$ cat src/rtl/fetch_stage.sv
// fetch_stage: credit-limited instruction fetch, in-order response FIFO and IF/ID register.
// Define FETCH_ILLEGAL_CHK_EN to turn words with rdata[1:0] != 2'b11 into NOPs flagged on illegal_o.
module fetch_stage #(
  parameter logic [31:0] RESET_PC   = 32'h0000_0000,
  parameter int          FIFO_DEPTH = 2
) (
  input  logic        clk,
  input  logic        rst_n,
  input  logic        redirect_i,
  input  logic [31:0] redirect_pc_i,
  input  logic        stall_i,
  output logic        imem_req_o,
  output logic [31:0] imem_addr_o,
  input  logic        imem_gnt_i,
  input  logic        imem_rvalid_i,
  input  logic [31:0] imem_rdata_i,
  output logic [31:0] instr_o,
  output logic [31:0] instr_pc_o,
  output logic [31:0] instr_pc4_o,
`ifdef FETCH_ILLEGAL_CHK_EN
  output logic        illegal_o,
`endif
  output logic        instr_valid_o
);
  localparam int AW = $clog2(FIFO_DEPTH);
  localparam logic [31:0] NOP = 32'h0000_0013;
  localparam logic [AW+1:0] DEPTH = (AW+2)'(FIFO_DEPTH);
  logic [31:0] pc_q, pc_d;
  logic epoch_q, epoch_d;
  logic [31:0] pq_pc_q [FIFO_DEPTH], pq_pc_d [FIFO_DEPTH];
  logic pq_ep_q [FIFO_DEPTH], pq_ep_d [FIFO_DEPTH];
  logic [AW-1:0] pq_wr_q, pq_wr_d, pq_rd_q, pq_rd_d;
  logic [AW:0] pq_cnt_q, pq_cnt_d;
  logic [31:0] fi_data_q [FIFO_DEPTH], fi_data_d [FIFO_DEPTH];
  logic [31:0] fi_pc_q [FIFO_DEPTH], fi_pc_d [FIFO_DEPTH];
  logic [AW-1:0] fi_wr_q, fi_wr_d, fi_rd_q, fi_rd_d;
  logic [AW:0] fi_cnt_q, fi_cnt_d;
  logic [31:0] instr_q, instr_d, ipc_q, ipc_d;
  logic valid_q, valid_d;
`ifdef FETCH_ILLEGAL_CHK_EN
  logic ill_q, ill_d;
`endif
  logic xfer, rsp_ok, fi_empty, load, pop, bypass, push, have, bad;
  logic [31:0] src_data, src_pc;
  // Credits cover both in-flight requests and buffered words, so the FIFO can never overflow.
  assign imem_req_o  = rst_n && !redirect_i && ({1'b0, pq_cnt_q} + {1'b0, fi_cnt_q} < DEPTH);
  assign imem_addr_o = pc_q;
  assign xfer        = imem_req_o && imem_gnt_i;
  assign fi_empty    = fi_cnt_q == '0;
  assign rsp_ok      = imem_rvalid_i && !redirect_i && pq_ep_q[pq_rd_q] == epoch_q;
  assign load        = !stall_i;
  assign pop         = load && !fi_empty;
  assign bypass      = load && fi_empty && rsp_ok;
  assign push        = rsp_ok && !bypass;
  assign have        = !fi_empty || rsp_ok;
  assign src_data    = fi_empty ? imem_rdata_i : fi_data_q[fi_rd_q];
  assign src_pc      = fi_empty ? pq_pc_q[pq_rd_q] : fi_pc_q[fi_rd_q];
  always_comb begin
    pc_d = redirect_i ? (redirect_pc_i & 32'hFFFF_FFFC) : xfer ? pc_q + 32'd4 : pc_q;
    epoch_d = epoch_q ^ redirect_i;
    pq_pc_d = pq_pc_q;
    pq_ep_d = pq_ep_q;
    if (xfer) begin
      pq_pc_d[pq_wr_q] = pc_q;
      pq_ep_d[pq_wr_q] = epoch_q;
    end
    pq_wr_d = pq_wr_q + AW'(xfer);
    pq_rd_d = pq_rd_q + AW'(imem_rvalid_i);
    pq_cnt_d = pq_cnt_q + (AW+1)'(xfer) - (AW+1)'(imem_rvalid_i);
    fi_data_d = fi_data_q;
    fi_pc_d = fi_pc_q;
    if (push) begin
      fi_data_d[fi_wr_q] = imem_rdata_i;
      fi_pc_d[fi_wr_q] = pq_pc_q[pq_rd_q];
    end
    fi_wr_d = redirect_i ? '0 : fi_wr_q + AW'(push);
    fi_rd_d = redirect_i ? '0 : fi_rd_q + AW'(pop);
    fi_cnt_d = redirect_i ? '0 : fi_cnt_q + (AW+1)'(push) - (AW+1)'(pop);
`ifdef FETCH_ILLEGAL_CHK_EN
    bad = src_data[1:0] != 2'b11;
    ill_d = redirect_i ? 1'b0 : load ? have && bad : ill_q;
`else
    bad = 1'b0;
`endif
    instr_d = redirect_i ? NOP : load ? (have && !bad ? src_data : NOP) : instr_q;
    ipc_d = !redirect_i && load && have ? src_pc : ipc_q;
    valid_d = redirect_i ? 1'b0 : load ? have : valid_q;
  end
  always_ff @(posedge clk or negedge rst_n) begin
    if (!rst_n) begin
      pc_q     <= RESET_PC;
      epoch_q  <= 1'b0;
      pq_wr_q  <= '0;
      pq_rd_q  <= '0;
      pq_cnt_q <= '0;
      fi_wr_q  <= '0;
      fi_rd_q  <= '0;
      fi_cnt_q <= '0;
      instr_q  <= NOP;
      ipc_q    <= '0;
      valid_q  <= 1'b0;
`ifdef FETCH_ILLEGAL_CHK_EN
      ill_q    <= 1'b0;
`endif
    end else begin
      pc_q     <= pc_d;
      epoch_q  <= epoch_d;
      pq_wr_q  <= pq_wr_d;
      pq_rd_q  <= pq_rd_d;
      pq_cnt_q <= pq_cnt_d;
      fi_wr_q  <= fi_wr_d;
      fi_rd_q  <= fi_rd_d;
      fi_cnt_q <= fi_cnt_d;
      instr_q  <= instr_d;
      ipc_q    <= ipc_d;
      valid_q  <= valid_d;
`ifdef FETCH_ILLEGAL_CHK_EN
      ill_q    <= ill_d;
`endif
    end
  end
  // Storage entries are qualified by the pointers and counts, so they need no reset.
  always_ff @(posedge clk) begin
    pq_pc_q   <= pq_pc_d;
    pq_ep_q   <= pq_ep_d;
    fi_data_q <= fi_data_d;
    fi_pc_q   <= fi_pc_d;
  end
  assign instr_o       = instr_q;
  assign instr_pc_o    = ipc_q;
  assign instr_pc4_o   = ipc_q + 32'd4;
  assign instr_valid_o = valid_q;
`ifdef FETCH_ILLEGAL_CHK_EN
  assign illegal_o     = ill_q;
`endif
endmodule

$ cat config.mk
export PLATFORM = sky130hd
export DESIGN_NAME = fetch_stage
export DESIGN_NICKNAME = d
export VERILOG_FILES = /design/src/rtl/fetch_stage.sv
export SDC_FILE = /design/constraint.sdc
export NUM_CORES = 1
export LEC_CHECK = 0
export BUFFER_PORTS_ARGS = -buffer_cell sky130_fd_sc_hd__buf_2
export CORE_MARGIN = 5
export CORE_UTILIZATION = 51
export DETAILED_ROUTE_END_ITERATION = 8
export GPL_TIMING_DRIVEN = 1
export HOLD_SLACK_MARGIN = 0.15
export PLACE_DENSITY = 0.76
export SLEW_MARGIN = 20
export SYNTH_ARGS = -nofsm -noshare
export SYNTH_HDL_FRONTEND = slang
export SYNTH_SLANG_ARGS = --single-unit
$ cat constraint.sdc
create_clock -name clk -period 3.2 [get_ports clk]
set_input_delay 0.32 -clock clk [delete_from_list [all_inputs] [get_ports clk]]
set_output_delay 0.32 -clock clk [all_outputs]
set_load 0.02 [all_outputs]
==> results by group <==
STA
  – Maximum clock frequency: ~340 MHz
  – Final worst clock skew: 11.8 ps
  – Min cycle time layout: 2920 ps
  – Final setup vio count: 0
  – Slew headroom: 48.3%
  – Period utilisation layout: 91.3%
  – Endpoints failing hold: 0
  – Slew Limit Fails: 0
  – RSZ-0062 raised after global routing: no
  – Setup TNS: 0 ps
  – Worst Tran Pin Value: 775 ps

Cells and area
  – # fillers: 1799
  – Register area: 8150 µm²
  – Non-Filler Instances: around 1500
  – Multi-input gate area: 4030 µm²
  – Share of layout cells above drive strength 1: 27.1%
  – Final layout net count: 1273
  – Area grow syn2layout: 23.6%
  – Post-route cell area: 15400 µm²
  – Diodes inserted: 0

Yosys
  – Main area contributors after synthesis: edfxtp_1 (45%), dfrtp_1 (20%), mux2i_1 (5.4%)
  – Fraction of registers with async set/reset: 35.4%
  – Largest family of logic cells by synthesized area: multiplexers
  – Sequential fraction of the synthesis area: 65.4%
  – Post-synthesis xor/xnor area fraction: 2.60%
  – Most common library cells after synthesis: edfxtp_1 (186), nand2_1 (109), dfrtp_1 (99)
  – Adder-Cell Fraction of Synth Area: roughly 1.2%
  – Most area-hungry cell type in the Yosys netlist: edfxtp_1
  – Seq cells post-synth: 288
  – Synthesis Warnings: 0
  – Compound-Gate Fraction of Synth Area: 7.24%
  – Post-synth cell types: 56
  – Mapped Cells: 933
  – Mux cell area share after synthesis: between 10% and 20%
  – Top-count cell post-synth: edfxtp_1
  – Synthesized area per cell: about 13 µm²
  – Dominant synthesized flop cell: edfxtp_1
  – Simple-gate portion of the synthesized area: 9.49%
  – Post-synth top area share: 44.9%
  – EDFF count, synth: 186
  – Mapped Area: 12400 µm²

Worst setup path
  – CP endpoint kind: primary output
  – Top delay family on crit path: simple AND/OR/NAND/NOR gates
  – Worst path arrival time: 2600 ps
  – FF-to-FF setup slack: 510 ps
  – CP max FO: 6
  – CP most frequent cell: nor2b_1
  – Largest stage delay, worst path: 510 ps
  – CP required: 2880 ps
  – Critical Path Source Type: flop
  – CP max stage cell: nor2b_1
  – CP Cell Sequence: and4_1 > nor2b_1 > nor2b_1 > nand4_1 > xnor2_1 > buf_2
  – Critical path class: reg2out
  – WP buf/inv: 1

CTS
  – Max H-tree Level: 1
  – Clk root buf: clkbuf_16
  – TritonCTS clock tree: yes
  – Clk_lat worst skew: between 500 and 600 ps
  – Clock buffer count from CTS: 30
  – Worst-case clock buffer depth: 3
  – Clk slew on worst S/H paths: 60 ps
  – Cts repair resizes: 0
  – CTS sink cnt: roughly 290

Placement
  – DPL Wire Length: 17800 µm
  – I/O Buffers: 191
  – Placed Area: 13800 µm²
  – Dpl cells: approximately 1400
  – RD Place Congestion: 0.890

Global route
  – GR peak layer: met2
  – Initial antenna violation count: 0
  – First-pass GRT wire length: 44300 µm
  – Met1 Track Usage GR: 27.7%
  – Pin count of the biggest net entering global routing: 99
  – Number of global-route vias before repair: approximately 8200
  – M3 GR Usage: roughly 3.0%
  – Met2 GRT Util: 30.8%
  – Total track usage: approximately 19%
  – Total gr overflow: 0

Detailed routing
  – DR pass1 iterations: 5
  – Vias/cell: between 5 and 6
  – 1st-iter DRT viols: 532
  – Number of routed nets with antenna violations: 0
  – Total wire length: 27500 µm
  – DRC errors left: 0
  – Detailed-route via count: 8272
  – WL per Instance: around 18 µm

Die
  – Starting Density: 51.5%
  – Die height: 166 µm
  – DIE AREA: 27600 µm²
  – Die width: 166 µm
  – Io pins: 200
  – Core area: around 24000 µm²
  – Row cnt: 57

Power and ir drop
  – VDD IR max: 0.000501 V
  – PD cells: roughly 840 nW/µm²
  – Lkg Pwr: 6.17 nW

Worst hold path
  – Worst Hold Class: in2reg

Status
  – Status: finished, final reports clean

Flow run
  – Max-cap viol count: 0
[cell usage in the layout (no fill, tap or decap), types with 8 or more instances in the layout]
cell	instances
a21oi_1	36
and3_1	10
buf_2	190
buf_4	16
clkbuf_1	10
clkbuf_16	31
dfrtp_1	98
dlygate4sd3_1	65
edfxtp_1	186
ha_1	8
inv_1	12
mux2_2	33
mux2_4	26
mux2i_1	67
nand2_1	109
nand3_1	25
nand4_1	20
nor2_1	52
o211ai_1	12
o21ai_0	59
o21ai_1	14
o311ai_0	9
xnor2_1	25
xor2_1	12
[power breakdown]
part | switching (mW) | leakage, nW | internal [mW]
Clock | 1.37 | 0.473 | 2.02
Sequential | 0.653 | 2.96 | 4.67
Combinational | 2.45 | 2.73 | 1.73
[worst paths after layout]
kind                               start              end  cells past startpoint
min reg2reg                instr_valid_o    instr_valid_o                      2
max in group asynchronous          rst_n          fi_rd_q                      4
max                        instr_pc_o[5]  instr_pc4_o[27]                      6
min                              stall_i       instr_o[0]                      3
min in group asynchronous          rst_n  imem_addr_o[20]                      3
max reg2reg                  fi_cnt_q[0]      pq_pc_q[17]                      7
[metal layers]
layer	vias to the layer above	wire [µm]
li1	3955	-
met3	46	1430
met4	0	699
met1	4014	12400
met2	257	12900
met5	-	0
[flip-flops by register name (all words and copies together), names as in the netlist]
signal and cells:
fi_data_q 64, pq_cnt_q 2, fi_pc_q 60, epoch_q 1, fi_wr_q 1, instr_valid_o 1, fi_rd_q 1, imem_addr_o 30
instr_pc_o 30, pq_wr_q 1, pq_rd_q 1, pq_pc_q 60, instr_o 32, pq_ep_q 2, fi_cnt_q 2
[final cells by class]
type,instances,share of cell area (%)
flip-flops and latches,288,53.0
multi-input cells,584,26.2
repair buffers,274,11.6
clock buffers,41,5.29
well taps,324,2.64
clock inverters,15,1.03
inverters,14,0.342
[through the flow]
step / total power, mW / utilization [%] / worst slack (ps) / hold WS, ps
after floorplan: 8.21 / - / 32.7 / 24.4
after global placement: 9.42 / 56.9 / 472 / 455
after detailed placement: 9.54 / 56.9 / 352 / 459
after CTS: 13.0 / 63.6 / 188 / 192
after global routing: 13.6 / 63.6 / 44.0 / 231
final: 12.9 / 63.6 / 279 / 203
[what timing repair did]
| action | in CTS | in global routing |
|---|---|---|
| setup buffers | 0 | 0 |
| hold buffers | 65 | 0 |
| endpoints found under the hold margin | 179 | 0 |
[cells by family (layout without fill, tap and decap cells)]
| group | after synthesis | after routing |
|---|---|---|
| xor gates and xnor gates | 37 | 37 |
| DFF | 288 | 288 |
| muxes | 126 | 126 |
| and+or+nand+nor | 251 | 251 |
| AOI/OAI and AO/OA | 153 | 153 |
| other | 1 | 6 |
| adders and majority gates | 11 | 11 |
| buffers and inverters | 66 | 344 |
[worst reg2reg max path: stages (launching register included)]
cell and delay (ps):
dfrtp_1 430, and2_1 170, fa_1 490, nor4b_4 320, nand2_1 150, inv_2 210, ha_1 190, buf_4 370
No activity file was read; power rests on OpenSTA's default activity.
